==> config.mk <==
export PLATFORM = sky130hd
export DESIGN_NAME = tdes_pass_sequencer
export DESIGN_NICKNAME = d
export VERILOG_FILES = /design/src/rtl/tdes_pass_sequencer.sv
export SDC_FILE = /design/constraint.sdc
export NUM_CORES = 1
export LEC_CHECK = 0
export ABC_AREA = 1
export CAP_MARGIN = 40
export CORE_MARGIN = 5
export CORE_UTILIZATION = 40
export CTS_CLUSTER_SIZE = 16
export DETAILED_ROUTE_END_ITERATION = 6
export GPL_ROUTABILITY_DRIVEN = 0
export PLACE_DENSITY = 0.67
export SETUP_SLACK_MARGIN = 0.02
export SLEW_MARGIN = 5
export SYNTH_ARGS = -nofsm -noshare
export SYNTH_HDL_FRONTEND = slang
export SYNTH_SLANG_ARGS = --single-unit
==> constraint.sdc <==
create_clock -name HCLK -period 1.9 [get_ports HCLK]
set_input_delay 0.38 -clock HCLK [delete_from_list [all_inputs] [get_ports HCLK]]
set_output_delay 0.38 -clock HCLK [all_outputs]
set_load 0.02 [all_outputs]
==> src/rtl/tdes_pass_sequencer.sv <==
// Triple-DES pass sequencer: drives a single-DES engine through three passes
// (E-D-E encrypt, D-E-D with reversed keys decrypt) and hands the result back.
module tdes_pass_sequencer #(
    parameter int TIMEOUT = 64
) (
    input  logic        HCLK,
    input  logic        HRESET,
    input  logic        enable,
    input  logic        encryptionType,
    input  logic [63:0] data,
    input  logic [63:0] key1,
    input  logic [63:0] key2,
    input  logic [63:0] key3,
    input  logic        outputRead,
    output logic        des_start,
    output logic        des_mode,
    output logic [63:0] des_key,
    output logic [63:0] des_din,
    input  logic        des_done,
    input  logic [63:0] des_dout,
    output logic        outputEnable,
    output logic [63:0] outputData,
    output logic        outputError,
    output logic        busy,
    output logic        dropped
);

    localparam int TW = (TIMEOUT > 2) ? $clog2(TIMEOUT) : 1;
    localparam logic [TW-1:0] TLAST = TW'(TIMEOUT - 1);

    typedef enum logic [2:0] {IDLE, ISSUE, WAIT, DONE, ERR} state_t;

    state_t        state_q, state_d;
    logic          enc_q, enc_d;
    logic [63:0]   data_q, data_d;
    logic [63:0]   k1_q, k1_d, k2_q, k2_d, k3_q, k3_d;
    logic [63:0]   work_q, work_d;
    logic [1:0]    pass_q, pass_d;
    logic [TW-1:0] timer_q, timer_d;

    logic          des_start_q, des_start_d;
    logic          des_mode_q, des_mode_d;
    logic [63:0]   des_key_q, des_key_d;
    logic [63:0]   des_din_q, des_din_d;
    logic          oe_q, oe_d;
    logic [63:0]   odata_q, odata_d;
    logic          oerr_q, oerr_d;
    logic          busy_q, busy_d;
    logic          dropped_q, dropped_d;

    // Encrypt runs key1/key2/key3 as E,D,E; decrypt mirrors it as key3/key2/key1 D,E,D.
    function automatic logic [64:0] pass_cfg(input logic enc, input logic [1:0] p,
                                             input logic [63:0] a, input logic [63:0] b,
                                             input logic [63:0] c);
        logic        m;
        logic [63:0] k;
        m = enc ? (p != 2'd1) : (p == 2'd1);
        if (p == 2'd1)      k = b;
        else if (p == 2'd0) k = enc ? a : c;
        else                k = enc ? c : a;
        return {m, k};
    endfunction

    always_comb begin
        state_d     = state_q;
        enc_d       = enc_q;
        data_d      = data_q;
        k1_d        = k1_q;
        k2_d        = k2_q;
        k3_d        = k3_q;
        work_d      = work_q;
        pass_d      = pass_q;
        timer_d     = timer_q;
        des_start_d = 1'b0;
        des_mode_d  = des_mode_q;
        des_key_d   = des_key_q;
        des_din_d   = des_din_q;
        oe_d        = oe_q;
        odata_d     = odata_q;
        oerr_d      = oerr_q;
        dropped_d   = dropped_q;

        case (state_q)
            IDLE, DONE, ERR: begin
                if (enable) begin
                    state_d = ISSUE;
                    enc_d   = encryptionType;
                    data_d  = data;
                    k1_d    = key1;
                    k2_d    = key2;
                    k3_d    = key3;
                    pass_d  = 2'd0;
                    oe_d    = 1'b0;
                    oerr_d  = 1'b0;
                    odata_d = '0;
                end else if (state_q == DONE && outputRead) begin
                    state_d = IDLE;
                    oe_d    = 1'b0;
                    odata_d = '0;
                end
            end
            ISSUE: begin
                if (enable) dropped_d = 1'b1;
                timer_d = '0;
                state_d = WAIT;
            end
            WAIT: begin
                if (enable) dropped_d = 1'b1;
                timer_d = timer_q + 1'b1;
                // A done in the timeout cycle still counts as success.
                if (des_done) begin
                    work_d = des_dout;
                    if (pass_q == 2'd2) begin
                        odata_d = des_dout;
                        oe_d    = 1'b1;
                        state_d = DONE;
                    end else begin
                        pass_d  = pass_q + 2'd1;
                        state_d = ISSUE;
                    end
                end else if (timer_q == TLAST) begin
                    oerr_d  = 1'b1;
                    odata_d = '0;
                    state_d = ERR;
                end
            end
            default: state_d = IDLE;
        endcase

        busy_d = (state_d == ISSUE) || (state_d == WAIT);
        if (state_d == ISSUE) begin
            des_start_d             = 1'b1;
            {des_mode_d, des_key_d} = pass_cfg(enc_d, pass_d, k1_d, k2_d, k3_d);
            des_din_d               = (pass_d == 2'd0) ? data_d : work_d;
        end
    end

    always_ff @(posedge HCLK or negedge HRESET) begin
        if (!HRESET) begin
            state_q     <= IDLE;
            enc_q       <= 1'b0;
            data_q      <= '0;
            k1_q        <= '0;
            k2_q        <= '0;
            k3_q        <= '0;
            work_q      <= '0;
            pass_q      <= '0;
            timer_q     <= '0;
            des_start_q <= 1'b0;
            des_mode_q  <= 1'b0;
            des_key_q   <= '0;
            des_din_q   <= '0;
            oe_q        <= 1'b0;
            odata_q     <= '0;
            oerr_q      <= 1'b0;
            busy_q      <= 1'b0;
            dropped_q   <= 1'b0;
        end else begin
            state_q     <= state_d;
            enc_q       <= enc_d;
            data_q      <= data_d;
            k1_q        <= k1_d;
            k2_q        <= k2_d;
            k3_q        <= k3_d;
            work_q      <= work_d;
            pass_q      <= pass_d;
            timer_q     <= timer_d;
            des_start_q <= des_start_d;
            des_mode_q  <= des_mode_d;
            des_key_q   <= des_key_d;
            des_din_q   <= des_din_d;
            oe_q        <= oe_d;
            odata_q     <= odata_d;
            oerr_q      <= oerr_d;
            busy_q      <= busy_d;
            dropped_q   <= dropped_d;
        end
    end

    assign des_start    = des_start_q;
    assign des_mode     = des_mode_q;
    assign des_key      = des_key_q;
    assign des_din      = des_din_q;
    assign outputEnable = oe_q;
    assign outputData   = odata_q;
    assign outputError  = oerr_q;
    assign busy         = busy_q;
    assign dropped      = dropped_q;

endmodule

==> impl_metrics.tcl, run 1 <==
set metrics [dict create \
    rsz0062_at_grt "yes" \
    intPower_w 0.0435 \
    cp-end-kind "flip-flop" \
    fin_crit_sh_pct 110 \
    viasPerCell 4.94 \
    wl_per_cell_um 18.7 \
    yosysSeqAreaShare_pct 52.1 \
    cts_buffers 59 \
    ys_ff_latch 530 \
    use_met2_pct 42.7 \
    track_usage_pct 25.9 \
    ios 524 \
    synth.distinct_cells 30 \
    slew_headroom_pct 68.0 \
    hold_path_end "state_q[2]" \
    power.share.clock_pct 15.0 \
    detail-route-antenna-nets 0 \
    postSynthCellCount 3535 \
    hold_path_startpoint "enable" \
    grt_busiest_layer "met2" \
    htreeDepth 2 \
    grt_pass1_vias 24900 \
    synth_nets 3864 \
    finalHoldViolCount 0 \
    fin_worst_skew_ns 0.0119 \
    worstMarginPinSlew_ns 0.479 \
    p_switching_w 0.0346 \
    cts_tree "yes" \
    rr_worst_depth 12 \
    fin_total_pwr_w 0.0781 \
    grt-ovfl-total 0 \
    cts_sinks 530 \
    worstSetupStartpointType "flip-flop" \
    design.die.area_sq_um 68800 \
    antenna_found_initial 10 \
    slew_violations 0 \
    cp.arrival_ns 2.62 \
    utilization_pct 61.0 \
    comb_power_share_pct 61.4 \
    r2r_end "outputData[25]" \
    vias 25400 \
    max_clock_freq_mhz 480 \
    clk_pin_slew_worst_paths_ns 0.06 \
    path_class "flip-flop to flip-flop" \
    drc 0 \
    rrSetupSlack_ns -0.18 \
    leakage_nw 20.4 \
    row_count 92 \
    io_buffers 523 \
    cp_max_fo 7 \
    nets 4569 \
    vdd_drop_max_uv 1070 \
    die_h_um 262 \
    setup_violations 191 \
    pwr-share-seq_pct 23.7 \
    yosysWarnings 0 \
    min_path_cells 3 \
    clkLatencyLatePin_ns 0.61 \
    setup_slack_ns -0.182 \
    drtIter0Drc 2109 \
    clockRootBuffer "clkbuf_16" \
    crit_required_ns 2.43 \
    fin_crit_ns 2.08 \
    max-clock-path-buffers 3 \
    syn_avg_cell_area_sq_um 7.21 \
    p_sw_share_pct 44.3 \
    area_growth_pct 50.9 \
    hold_path_class "input pin to flip-flop" \
    met1_usage_pct 35.1 \
    synth_area_sq_um 25500 \
    grt_max_degree 84 \
    r2r_start "state_q[1]" \
    violations "setup timing" \
    run_status "complete, but fails checks" \
    grt_first_pass_wirelength_mm 144 \
    dp_hpwl_mm 59.9 \
    pwr_density_cell_nw_per_um2 2030 \
    start_util_pct 40.4 \
    layout-drive-gt1-share_pct 17.5 \
    drv_cap 0 \
    core_sq_um 63100 \
    dieWidth_um 262 \
    dr.pass1.iters 5 \
    wirelength_mm 96.2 \
    grt_use_met3_pct 3.77 \
]
-- timing repair --
| item | in CTS | in global routing |
|---|---|---|
| setup endpoints to repair | 386 | 201 |
| endpoints found under the hold margin | 195 | 0 |
| hold buffers | 1 | 0 |
| pin swaps | 68 | 58 |
| setup buffers | 49 | 23 |
| gates resized for setup | 440 | 325 |
| cloned | 33 | 24 |
-- power groups by stage --
stage / Clock, W / Sequential [W] / Combinational (W)
after floorplan: 0 / 0.0201 / 0.0201
after global placement: 0 / 0.0184 / 0.0368
after detailed placement: 0 / 0.0185 / 0.0374
after CTS: 0.0119 / 0.0183 / 0.0432
after global routing: 0.0124 / 0.0190 / 0.0521
final: 0.0117 / 0.0185 / 0.0479
-- cell usage in the layout, fill, tap and decap left out, types with 3 or more instances in the layout --
cell type | netlist | layout
a21oi_1 | 44 | 39
a21oi_2 | 0 | 5
buf_12 | 0 | 71
buf_16 | 0 | 31
buf_4 | 16 | 137
buf_6 | 1 | 45
buf_8 | 0 | 20
bufbuf_16 | 0 | 6
bufinv_16 | 0 | 4
clkbuf_1 | 38 | 13
clkbuf_16 | 0 | 82
clkbuf_8 | 0 | 14
clkdlybuf4s50_1 | 0 | 323
clkinv_2 | 0 | 10
dfrtp_1 | 530 | 530
diode_2 | 0 | 8
dlygate4sd2_1 | 0 | 198
inv_1 | 188 | 182
inv_2 | 8 | 8
inv_4 | 0 | 3
inv_8 | 0 | 3
nand2_1 | 2018 | 1832
nand2_2 | 3 | 158
nand2_4 | 3 | 30
nand2_8 | 0 | 4
nand3_1 | 86 | 84
nand3_2 | 3 | 3
nor2_1 | 143 | 87
nor2_2 | 4 | 39
nor2_4 | 0 | 21
o21ai_0 | 178 | 114
o21ai_1 | 94 | 124
o21ai_2 | 9 | 43
-- layer usage --
| layer | routed length, um | part of all wire (%) |
|---|---|---|
| met1 | 40700 | 42 |
| met2 | 45900 | 48 |
| met5 | 27 | 0.028 |
| met3 | 5750 | 6.0 |
| met4 | 3810 | 4.0 |
-- flip-flops by register name, summed over array words and instances, names as in the netlist, 64 cells and up --
register    cells
data_q         64
des_din        64
des_key        64
k1_q           64
k2_q           64
k3_q           64
outputData     64
work_q         64
-- worst max-delay path by stage --
stage / start / endpoint / slack, ns
detailed placement: des_done / outputData[43] / -0.48
CTS: state_q[1] / des_din[39] / -0.11
floorplan: pass_q[0] / des_key[21] / 0.09
finish: state_q[1] / outputData[25] / -0.18
global placement: des_done / outputData[54] / -0.43
global route: state_q[1] / outputData[10] / -0.28
-- synth_stat cells --
library cell	n	area share, %
nor2_1	143	2.1
buf_4	16	0.47
o21ai_0	178	3.5
inv_1	188	2.8
buf_1	7	0.10
o31ai_1	2	0.059
mux2_2	1	0.044
nor3_1	1	0.020
clkbuf_2	1	0.020
a22o_1	1	0.034
nand3_1	86	1.7
clkbuf_1	38	0.56
buf_2	147	2.9
o21ai_1	94	1.8
nand3_2	3	0.12
xor2_1	1	0.034
buf_6	1	0.044
a21oi_1	44	0.86
nor3_2	1	0.039
nand2_1	2018	30
nand4_1	2	0.049
o21ai_2	9	0.31
nor2_2	4	0.098
dfrtp_1	530	52
o21bai_1	1	0.029
nand2_4	3	0.13
o211ai_1	1	0.029
nand2_2	3	0.074
inv_2	8	0.12
ha_1	3	0.15
-- cell type report --
| class | instances | area [sq um] |
|---|---|---|
| fillers | 5537 | 24600 |
| clock buffers | 87 | 1740 |
| flip-flops and latches | 530 | 13300 |
| multi-input cells | 2599 | 11500 |
| well taps | 846 | 1060 |
| diodes | 8 | 20.0 |
| inverters | 196 | 766 |
| clock inverters | 19 | 221 |
| repair buffers | 854 | 9830 |
-- kinds of logic (layout without fill, tap and decap cells) --
family | after synthesis | count (layout) | synth area share (%)
buffers and inverters | 406 | 1156 | 6.97
AO/OA/AOI/OAI | 330 | 330 | 6.67
XOR/XNOR | 1 | 1 | 0.0344
flip-flops | 530 | 530 | 52.1
other | 0 | 8 | 0
multiplexers | 1 | 1 | 0.0442
AND/OR/NAND/NOR | 2264 | 2264 | 34.1
adder cells (fa/ha/maj) | 3 | 3 | 0.147
-- worst max-delay path: stages, from the launching register on --
cell,delay (ns)
dfrtp_1,0.38
buf_6,0.14
inv_4,0.04
nor2_4,0.17
nand2_4,0.10
nor2_4,0.21
inv_2,0.09
o211ai_1,0.20
buf_6,0.21
clkbuf_16,0.21
buf_8,0.14
nand2_1,0.05
o21ai_1,0.07
-- metrics by stage --
step | setup TNS (ns) | hold WS [ns] | cell area [sq um] | setup slack, ns | std cells
after global routing | -43.00 | 0.139 | 38400 | -0.283 | 5138
after floorplan | 0 | 0.0844 | 25500 | 0.0920 | 3535
after global placement | -72.63 | 0.267 | 33200 | -0.425 | 4908
after detailed placement | -79.98 | 0.268 | 33200 | -0.478 | 4908
final | -22.46 | 0.142 | 38500 | -0.182 | 5139
after CTS | -12.03 | 0.112 | 37000 | -0.115 | 5096
No activity file was read; power rests on OpenSTA's default activity.
==> inputs of run 2 (changes only) <==
--- a/config.mk
+++ b/config.mk
@@ -9,6 +9,7 @@
 export CAP_MARGIN = 40
 export CORE_MARGIN = 5
 export CORE_UTILIZATION = 40
+export CTS_CLUSTER_DIAMETER = 60
 export CTS_CLUSTER_SIZE = 16
 export DETAILED_ROUTE_END_ITERATION = 6
 export GPL_ROUTABILITY_DRIVEN = 0
==> run 2 against run 1 <==
- the flow still finishes with violations (setup timing)
- clock power down 10%
- critical path depth up 4
- count of clock-buffer cells in the layout shrank 31
- clock skew rose by 0.0055 ns
- hold slack improved by 0.015 ns
- cell area decreased by 0.96%
- power down 0.77%
==> impl_metrics.tcl, run 2 (same netlist as run 1, synthesis figures left out) <==
set metrics [dict create \
    clkLatencyLatePin_ns 0.60 \
    dp_hpwl_mm 59.9 \
    placed_cell_area_sq_um 33200 \
    fin_worst_skew_ns 0.0174 \
    run_status "complete, but fails checks" \
    vdd_drop_max_uv 1100 \
    place_inst 4908 \
    final_common_cell "nand2_1" \
    viasPerCell 4.95 \
    grt_pass1_vias 24600 \
    worstMarginPinSlew_ns 0.485 \
    htreeDepth 2 \
    path_class "flip-flop to flip-flop" \
    setup_slack_ns -0.145 \
    layout_common_cells "nand2_1, dfrtp_1, clkdlybuf4s50_1" \
    timing.hold.ws_ns 0.156 \
    finalHoldViolCount 0 \
    cts_buffers 49 \
    cts_sinks 530 \
    area_growth_pct 49.5 \
    crit_required_ns 2.45 \
    track_usage_pct 26.0 \
    violations "setup timing" \
    max_clock_freq_mhz 489 \
    ios 524 \
    design.die.area_sq_um 68800 \
    cts_tree "yes" \
    cp.arrival_ns 2.59 \
    instances_no_fill 5108 \
    cp-end-kind "flip-flop" \
    worstSetupStartpointType "flip-flop" \
    die_h_um 262 \
    post-route-cell-area_sq_um 38100 \
    nets 4552 \
    slew_headroom_pct 67.7 \
    row_count 92 \
    vias 25300 \
    grt_first_pass_wirelength_mm 144 \
    wl_per_cell_um 18.8 \
    fin_crit_ns 2.05 \
    drtIter0Drc 2082 \
    wirelength_mm 95.9 \
    leakage_nw 20.1 \
    rsz0062_at_grt "yes" \
    antenna_found_initial 9 \
    drc 0 \
    layout-drive-gt1-share_pct 17.5 \
    setup_violations 191 \
    detail-route-antenna-nets 0 \
    clk_pin_slew_worst_paths_ns 0.08 \
    grt-ovfl-total 0 \
    core_sq_um 63100 \
    hold_path_class "input pin to flip-flop" \
    drv_cap 0 \
    max-clock-path-buffers 3 \
    clockRootBuffer "clkbuf_16" \
    dieWidth_um 262 \
    fin_crit_sh_pct 108 \
    dp_slack_ns -0.478 \
    io_buffers 523 \
    grt_max_degree 84 \
    slew_violations 0 \
    cp_max_fo 8 \
    pwr_density_cell_nw_per_um2 2040 \
    dr.pass1.iters 6 \
    fin_total_pwr_w 0.0775 \
    start_util_pct 40.4 \
]
run 2: cell count changes in the layout (fill, tap and decap cells not counted), sizes merged:
cell,delta
clkbuf,-39
clkinv,-5
nand2,+1
bufbuf,-1
buf,+1
clkinvlp,+5
diode,-1
inv,+8
run 2: metal layers:
layer,up-vias,global-route usage [%],part of all wire (%)
met5,-,0,0.028
met4,4,7.50,2.9
met3,153,4.19,6.3
met2,879,43.1,48
met1,12000,35.6,43
li1,12200,-,-
run 2: cell type report:
cell class	count	area (sq um)
antenna	7	17.5
clock buffer	56	1320
timing repair buffer	846	9730
multi-input combinational	2600	11600
sequential	530	13300
tap	846	1060
clock inverter	27	329
fill	5569	25000
inverter	196	781
run 2: power by group:
part           internal, W  switching [W]
logic               0.0205         0.0280
clock network      0.00563        0.00484
registers           0.0163        0.00215
total               0.0425         0.0350
run 2: timing repair:
item,CTS,global route
resized for setup,491,265
hold buffers,1,0
setup endpoints to repair,386,221
setup buffers,59,14
cloned,37,18
pin swaps,92,108
hold endpoints to repair,132,0
run 2: final timing paths:
path / depth (start not counted) / start / to / slack [ns]
hold reg to reg: 2 / work_q[6] / work_q[6] / 0.47
min in group asynchronous: 2 / HRESET / des_din[37] / 0.25
max in group asynchronous: 3 / HRESET / k1_q[40] / 0.85
setup reg to reg: 16 / timer_q[1] / des_key[40] / -0.15
setup / recovery: 16 / timer_q[1] / des_key[40] / -0.15
hold / removal: 3 / enable / state_q[2] / 0.16
run 2: through the flow:
| stage | utilization [%] | TNS (ns) |
|---|---|---|
| global placement | 52.6 | -72.63 |
| finish | 60.4 | -14.81 |
| CTS | 58.9 | -15.98 |
| detailed placement | 52.6 | -79.98 |
| floorplan | - | 0 |
| global route | 60.4 | -36.46 |
run 2: worst max-delay path, cell delays in order, from the launching register on:
cell     delay [ns]
dfrtp_1        0.36
ha_2           0.19
nand2_2        0.05
inv_2          0.07
nand2_4        0.06
nor2_4         0.13
nand2_2        0.09
nand2_2        0.08
inv_2          0.05
nor2_4         0.15
nand2_8        0.10
buf_12         0.15
buf_8          0.12
buf_16         0.15
nor2_1         0.08
o21ai_1        0.07
nand2_1        0.06
